==> config.mk <==
export PLATFORM = sky130hd
export DESIGN_NAME = mem_lsu
export DESIGN_NICKNAME = d
export VERILOG_FILES = /design/src/rtl/mem_lsu.sv
export SDC_FILE = /design/constraint.sdc
export NUM_CORES = 1
export LEC_CHECK = 0
export BUFFER_PORTS_ARGS = -buffer_cell sky130_fd_sc_hd__buf_4
export CORE_ASPECT_RATIO = 0.7
export CORE_MARGIN = 10
export CORE_UTILIZATION = 32
export CTS_CLUSTER_DIAMETER = 200
export DETAILED_ROUTE_END_ITERATION = 8
export PLACE_DENSITY = 0.57
export SLEW_MARGIN = 40
export SYNTH_ARGS = -nofsm -noshare
export SYNTH_HDL_FRONTEND = slang
export SYNTH_SLANG_ARGS = --single-unit
==> constraint.sdc <==
create_clock -name clk -period 2.85 [get_ports clk]
set_input_delay 0.57 -clock clk [delete_from_list [all_inputs] [get_ports clk]]
set_output_delay 0.57 -clock clk [all_outputs]
set_load 0.03 [all_outputs]
==> src/rtl/mem_lsu.sv <==
// Memory-stage load/store unit: passes non-memory results through, runs one
// req/ack bus transaction per load/store while stalling the pipeline.
module mem_lsu #(
  parameter int TIMEOUT = 255,
  parameter int CNT_W   = 8
) (
  input  logic        clk,
  input  logic        rst,
  input  logic [7:0]  aluop_i,
  input  logic [31:0] mem_addr_i,
  input  logic [31:0] reg2_i,
  input  logic [4:0]  wd_i,
  input  logic        wreg_i,
  input  logic [31:0] wdata_i,
  output logic [4:0]  wd_o,
  output logic        wreg_o,
  output logic [31:0] wdata_o,
  output logic        bus_req_o,
  output logic        bus_we_o,
  output logic [31:0] bus_addr_o,
  output logic [3:0]  bus_sel_o,
  output logic [31:0] bus_wdata_o,
  input  logic        bus_ack_i,
  input  logic [31:0] bus_rdata_i,
  output logic        stallreq_o,
  output logic        misalign_o,
  output logic        bus_err_o
);
  localparam int NUM_LANES = 4;

  localparam logic [7:0] EXE_LB_OP  = 8'b1110_0000;
  localparam logic [7:0] EXE_LBU_OP = 8'b1110_0100;
  localparam logic [7:0] EXE_LH_OP  = 8'b1110_0001;
  localparam logic [7:0] EXE_LHU_OP = 8'b1110_0101;
  localparam logic [7:0] EXE_LW_OP  = 8'b1110_0011;
  localparam logic [7:0] EXE_SB_OP  = 8'b1110_1000;
  localparam logic [7:0] EXE_SH_OP  = 8'b1110_1001;
  localparam logic [7:0] EXE_SW_OP  = 8'b1110_1011;

  typedef enum logic [1:0] {IDLE, REQ, DONE} state_t;

  state_t             state_q, state_d;
  logic [CNT_W-1:0]   cnt_q;
  logic [31:0]        rdata_q;
  logic               is_load, is_store, is_byte, is_half, is_word, is_mem;
  logic               launch, tmo;
  logic [3:0]         sel_c;
  logic [31:0]        st_data;
  logic [31:0]        ld_data;
  logic [7:0]         ld_byte;
  logic [15:0]        ld_half;

  always_comb begin
    is_load  = 1'b0;
    is_store = 1'b0;
    is_byte  = 1'b0;
    is_half  = 1'b0;
    is_word  = 1'b0;
    case (aluop_i)
      EXE_LB_OP, EXE_LBU_OP: begin is_load  = 1'b1; is_byte = 1'b1; end
      EXE_LH_OP, EXE_LHU_OP: begin is_load  = 1'b1; is_half = 1'b1; end
      EXE_LW_OP:             begin is_load  = 1'b1; is_word = 1'b1; end
      EXE_SB_OP:             begin is_store = 1'b1; is_byte = 1'b1; end
      EXE_SH_OP:             begin is_store = 1'b1; is_half = 1'b1; end
      EXE_SW_OP:             begin is_store = 1'b1; is_word = 1'b1; end
      default: ;
    endcase
  end

  assign is_mem     = is_load | is_store;
  assign misalign_o = (is_half & mem_addr_i[0]) | (is_word & (mem_addr_i[1:0] != 2'b00));
  assign launch     = (state_q == IDLE) & is_mem & ~misalign_o;
  assign tmo        = (state_q == REQ) & ~bus_ack_i & (cnt_q == CNT_W'(TIMEOUT - 1));

  // Big-endian lanes: address offset 0 is the most significant byte.
  always_comb begin
    sel_c = 4'b1111;
    if (is_byte)      sel_c = 4'b1000 >> mem_addr_i[1:0];
    else if (is_half) sel_c = mem_addr_i[1] ? 4'b0011 : 4'b1100;
  end

  // Each byte lane picks its replicated slice of the store operand.
  for (genvar k = 0; k < NUM_LANES; k++) begin : g_lane
    assign st_data[k*8 +: 8] = is_byte ? reg2_i[7:0] :
                               is_half ? reg2_i[(k%2)*8 +: 8] :
                                         reg2_i[k*8 +: 8];
  end

  always_comb begin
    case (mem_addr_i[1:0])
      2'b00:   ld_byte = rdata_q[31:24];
      2'b01:   ld_byte = rdata_q[23:16];
      2'b10:   ld_byte = rdata_q[15:8];
      default: ld_byte = rdata_q[7:0];
    endcase
    ld_half = mem_addr_i[1] ? rdata_q[15:0] : rdata_q[31:16];
    case (aluop_i)
      EXE_LB_OP:  ld_data = {{24{ld_byte[7]}}, ld_byte};
      EXE_LBU_OP: ld_data = {24'h0, ld_byte};
      EXE_LH_OP:  ld_data = {{16{ld_half[15]}}, ld_half};
      EXE_LHU_OP: ld_data = {16'h0, ld_half};
      default:    ld_data = rdata_q;
    endcase
  end

  always_comb begin
    state_d    = state_q;
    stallreq_o = 1'b0;
    wd_o       = wd_i;
    wreg_o     = 1'b0;
    wdata_o    = 32'h0;
    case (state_q)
      IDLE: begin
        if (launch) begin
          stallreq_o = 1'b1;
          state_d    = REQ;
        end else if (!is_mem) begin
          wreg_o  = wreg_i;
          wdata_o = wdata_i;
        end
      end
      REQ: begin
        stallreq_o = 1'b1;
        if (bus_ack_i || tmo) state_d = DONE;
      end
      DONE: begin
        state_d = IDLE;
        // bus_err_o is high only in the DONE cycle of an aborted access.
        if (is_load && !bus_err_o) begin
          wreg_o  = wreg_i;
          wdata_o = ld_data;
        end
      end
      default: state_d = IDLE;
    endcase
  end

  always_ff @(posedge clk) begin
    if (rst) begin
      state_q     <= IDLE;
      cnt_q       <= '0;
      rdata_q     <= 32'h0;
      bus_req_o   <= 1'b0;
      bus_we_o    <= 1'b0;
      bus_addr_o  <= 32'h0;
      bus_sel_o   <= 4'h0;
      bus_wdata_o <= 32'h0;
      bus_err_o   <= 1'b0;
    end else begin
      state_q   <= state_d;
      bus_err_o <= 1'b0;
      if (launch) begin
        bus_req_o   <= 1'b1;
        bus_we_o    <= is_store;
        bus_addr_o  <= {mem_addr_i[31:2], 2'b00};
        bus_sel_o   <= sel_c;
        bus_wdata_o <= st_data;
        cnt_q       <= '0;
      end else if (state_q == REQ) begin
        if (bus_ack_i) begin
          rdata_q   <= bus_rdata_i;
          bus_req_o <= 1'b0;
        end else if (tmo) begin
          bus_req_o <= 1'b0;
          bus_err_o <= 1'b1;
        end else begin
          cnt_q <= cnt_q + CNT_W'(1);
        end
      end
    end
  end
endmodule

==> flow_metrics.env <==
export IMPL_clock_sinks=111
export IMPL_max_freq_mhz=365
export IMPL_drv_cap=0
export IMPL_start_util=0.328
export IMPL_hpwl_mm=16.0
export IMPL_dpl_cell_area_mm2=0.00747
export IMPL_p_leak_uw=0.00329
export IMPL_tightest_slew_ns=0.545
export IMPL_fin_nets=1067
export IMPL_cts_tree="built"
export IMPL_ant_nets=0
export IMPL_chipHeight_um=129
export IMPL_synthArstFlopShare=0
export IMPL_cts_buffers=9
export IMPL_postSynthAreaPerCell_um2=7.79
export IMPL_drt_iter0_markers=457
export IMPL_hold_viol=0
export IMPL_cp_slowest_cell="or3_1"
export IMPL_setup_violations_final=0
export IMPL_cp_num_buf_inv=3
export IMPL_syn_to_final_growth_pct=45.0
export IMPL_synth_area_top_cells="dfxtp_1, nand2_1, a21oi_1, mux2i_1, nor2_1"
export IMPL_dr_pass1_iters=5
export IMPL_grt_max_degree=40
export IMPL_synth_top_cell_area_share=0.413
export IMPL_status="finished, final reports clean"
export IMPL_antenna_cells=0
export IMPL_crit_top_cell="buf_4"
export IMPL_grt_pass1_wl_mm=31.6
export IMPL_ios=256
export IMPL_viasPerCell=4.83
export IMPL_synth_area_mm2=0.00538
export IMPL_antenna_found_initial=0
export IMPL_seq_area_frac_synth=0.413
export IMPL_grt_ovfl_total=0
export IMPL_cp_max_fo=7
export IMPL_power_density_mw_per_mm2=430
export IMPL_clkTransAtPathRegs_ns=0.07
export IMPL_worst_setup_path_type="in -> out"
export IMPL_fin_crit_sh=0.960
export IMPL_fin_setup_tns_ns=0
export IMPL_synth_edf_count=0
export IMPL_crit_family="simple AND/OR/NAND/NOR gates"
export IMPL_path_cells="buf_4, buf_4, or3_4, or3_1, o22ai_1, o21ai_0, buf_4"
export IMPL_worstPathArrival_ns=2.17
export IMPL_core_area_mm2=0.0164
export IMPL_grt_pass1_vias=5327
export IMPL_whs_ns=0.456
export IMPL_die_w_um=175
export IMPL_ir_worst_vdd_uv=262
export IMPL_hold_buffers=0
export IMPL_wl_per_cell_um=18.1
export IMPL_final_cell_mix="buf_4, nand2_1, dfxtp_1"
export IMPL_gr_usage_all_layers=0.174
export IMPL_drt_total_wl_mm=20.8
export IMPL_yosysTopAreaCell="dfxtp_1"
export IMPL_ctsLongestPathBuffers=2
export IMPL_hold_path_class="reg -> reg"
export IMPL_rsz0062_at_grt="false"
export IMPL_ys_ff_latch=111
export IMPL_route_detailed_drc=0
export IMPL_htree_levels=3
export IMPL_port_buffer_count=243
export IMPL_cp_slowest_stage_delay_ns=0.44
export IMPL_required_ns=2.28
export IMPL_cp_start_kind="input port"
export IMPL_synth_cells=691
export IMPL_endpoint_kind="output port"
export IMPL_synth_warnings=0
export IMPL_finish_instance_area_mm2=0.00780
export IMPL_maxSlewHeadroom=0.636
export IMPL_layout_drive_gt1_share=0.346
export IMPL_clk_latency_ns=0.35
export IMPL_clock_skew_ns=0.0138
export IMPL_die_area_mm2=0.0225
export IMPL_fin_util=0.476
export IMPL_mostFrequentLayoutCell="buf_4"
export IMPL_finalCriticalPeriod_ns=2.74
export IMPL_maxSlewViolCount=0
export IMPL_fp_row_count=39
export IMPL_gp_congestion=0.862
export IMPL_cts_root_buffer="clkbuf_16"
export IMPL_yosysUniqueCellTypes=56
export IMPL_synth_main_ff_cell="dfxtp_1"
export IMPL_vias=5553
==> tightest hold or removal path: stages (launching register included) <==
cell	delay [ns]
dfxtp_1	0.31
nand2_1	0.05
a21oi_1	0.05
==> state kept, by name (all words and copies together) (netlist names) <==
register and count:
bus_addr_o 30, bus_err_o 1, bus_req_o 1, bus_sel_o 4, bus_wdata_o 32, bus_we_o 1
cnt_q 8, rdata_q 32, state_q 2
==> kinds of logic (layout without fill, tap and decap cells) <==
kind of cell,count (synthesis),count (layout),synth area share
xor gates and xnor gates,7,7,0.0114
buffers and inverters,64,296,0.0623
adders and majority gates,2,2,0.00465
AOI/OAI and AO/OA,174,175,0.202
muxes,40,40,0.0765
DFF,111,111,0.413
and+or+nand+nor,292,292,0.229
other,1,2,0.000697
==> metrics by stage <==
stage / std cells / setup slack (ns) / total power (uW)
after floorplan: 692 / 0.0327 / 1880
after global placement: 1131 / -0.00654 / 2150
after detailed placement: 1131 / -0.0174 / 2150
after CTS: 1147 / 0.0207 / 3400
after global routing: 1150 / 0.0212 / 3500
final: 1150 / 0.114 / 3350
==> where the power goes <==
group          switching [uW]  leakage [uW]  total (uW)  internal, uW
registers                10.7      0.000895        1580          1570
clock network             613      0.000140        1240           628
logic                     284       0.00225         534           250
total                     908       0.00329        3350          2440
==> final cells by class <==
class / instances / area, um^2
clock inverter: 5 / 40.0
multi-input combinational: 518 / 2890
fill: 1754 / 8590
timing repair buffer: 276 / 2110
inverter: 4 / 15.0
clock buffer: 11 / 243
tap: 225 / 282
sequential: 111 / 2220
==> synthesized netlist by cell type (all sizes together), types with 3 or more instances <==
cell type	instances
inv	4
nor3	6
nor2b	4
mux2	9
a211oi	20
nand2b	4
nand3	3
mux2i	31
o211ai	10
o21ai	30
o22ai	8
a2bb2oi	7
dfxtp	111
o221ai	7
nor2	55
clkbuf	27
xor2	6
a21oi	82
or3	3
nand2	202
buf	33
==> routing by layer <==
| layer | global-route usage | wire, um |
|---|---|---|
| met1 | 0.252 | 10500 |
| met2 | 0.252 | 8810 |
| met3 | 0.0500 | 1320 |
| met4 | 0.0323 | 201 |
| met5 | 0 | 0 |
==> repair_timing <==
item,CTS,global route
cloned,0,1
endpoints found under the hold margin,0,0
setup endpoints to repair,7,32
setup buffers,0,2
pin swaps,0,1
resized for setup,1,3
==> path summary, 6_finish.rpt <==
check	from	end	slack [ns]	depth (start not counted)
worst max-delay path	aluop_i[3]	wdata_o[14]	0.11	7
worst min register to register	bus_addr_o[16]$_SDFFE_PP0P_	bus_addr_o[16]$_SDFFE_PP0P_	0.46	2
worst max register to register	state_q[1]$_SDFFE_PP0P_	cnt_q[7]$_SDFFE_PP0P_	1.00	6
worst min-delay path	bus_addr_o[16]$_SDFFE_PP0P_	bus_addr_o[16]$_SDFFE_PP0P_	0.46	2
Note: power is estimated with default switching activity, not from simulation.
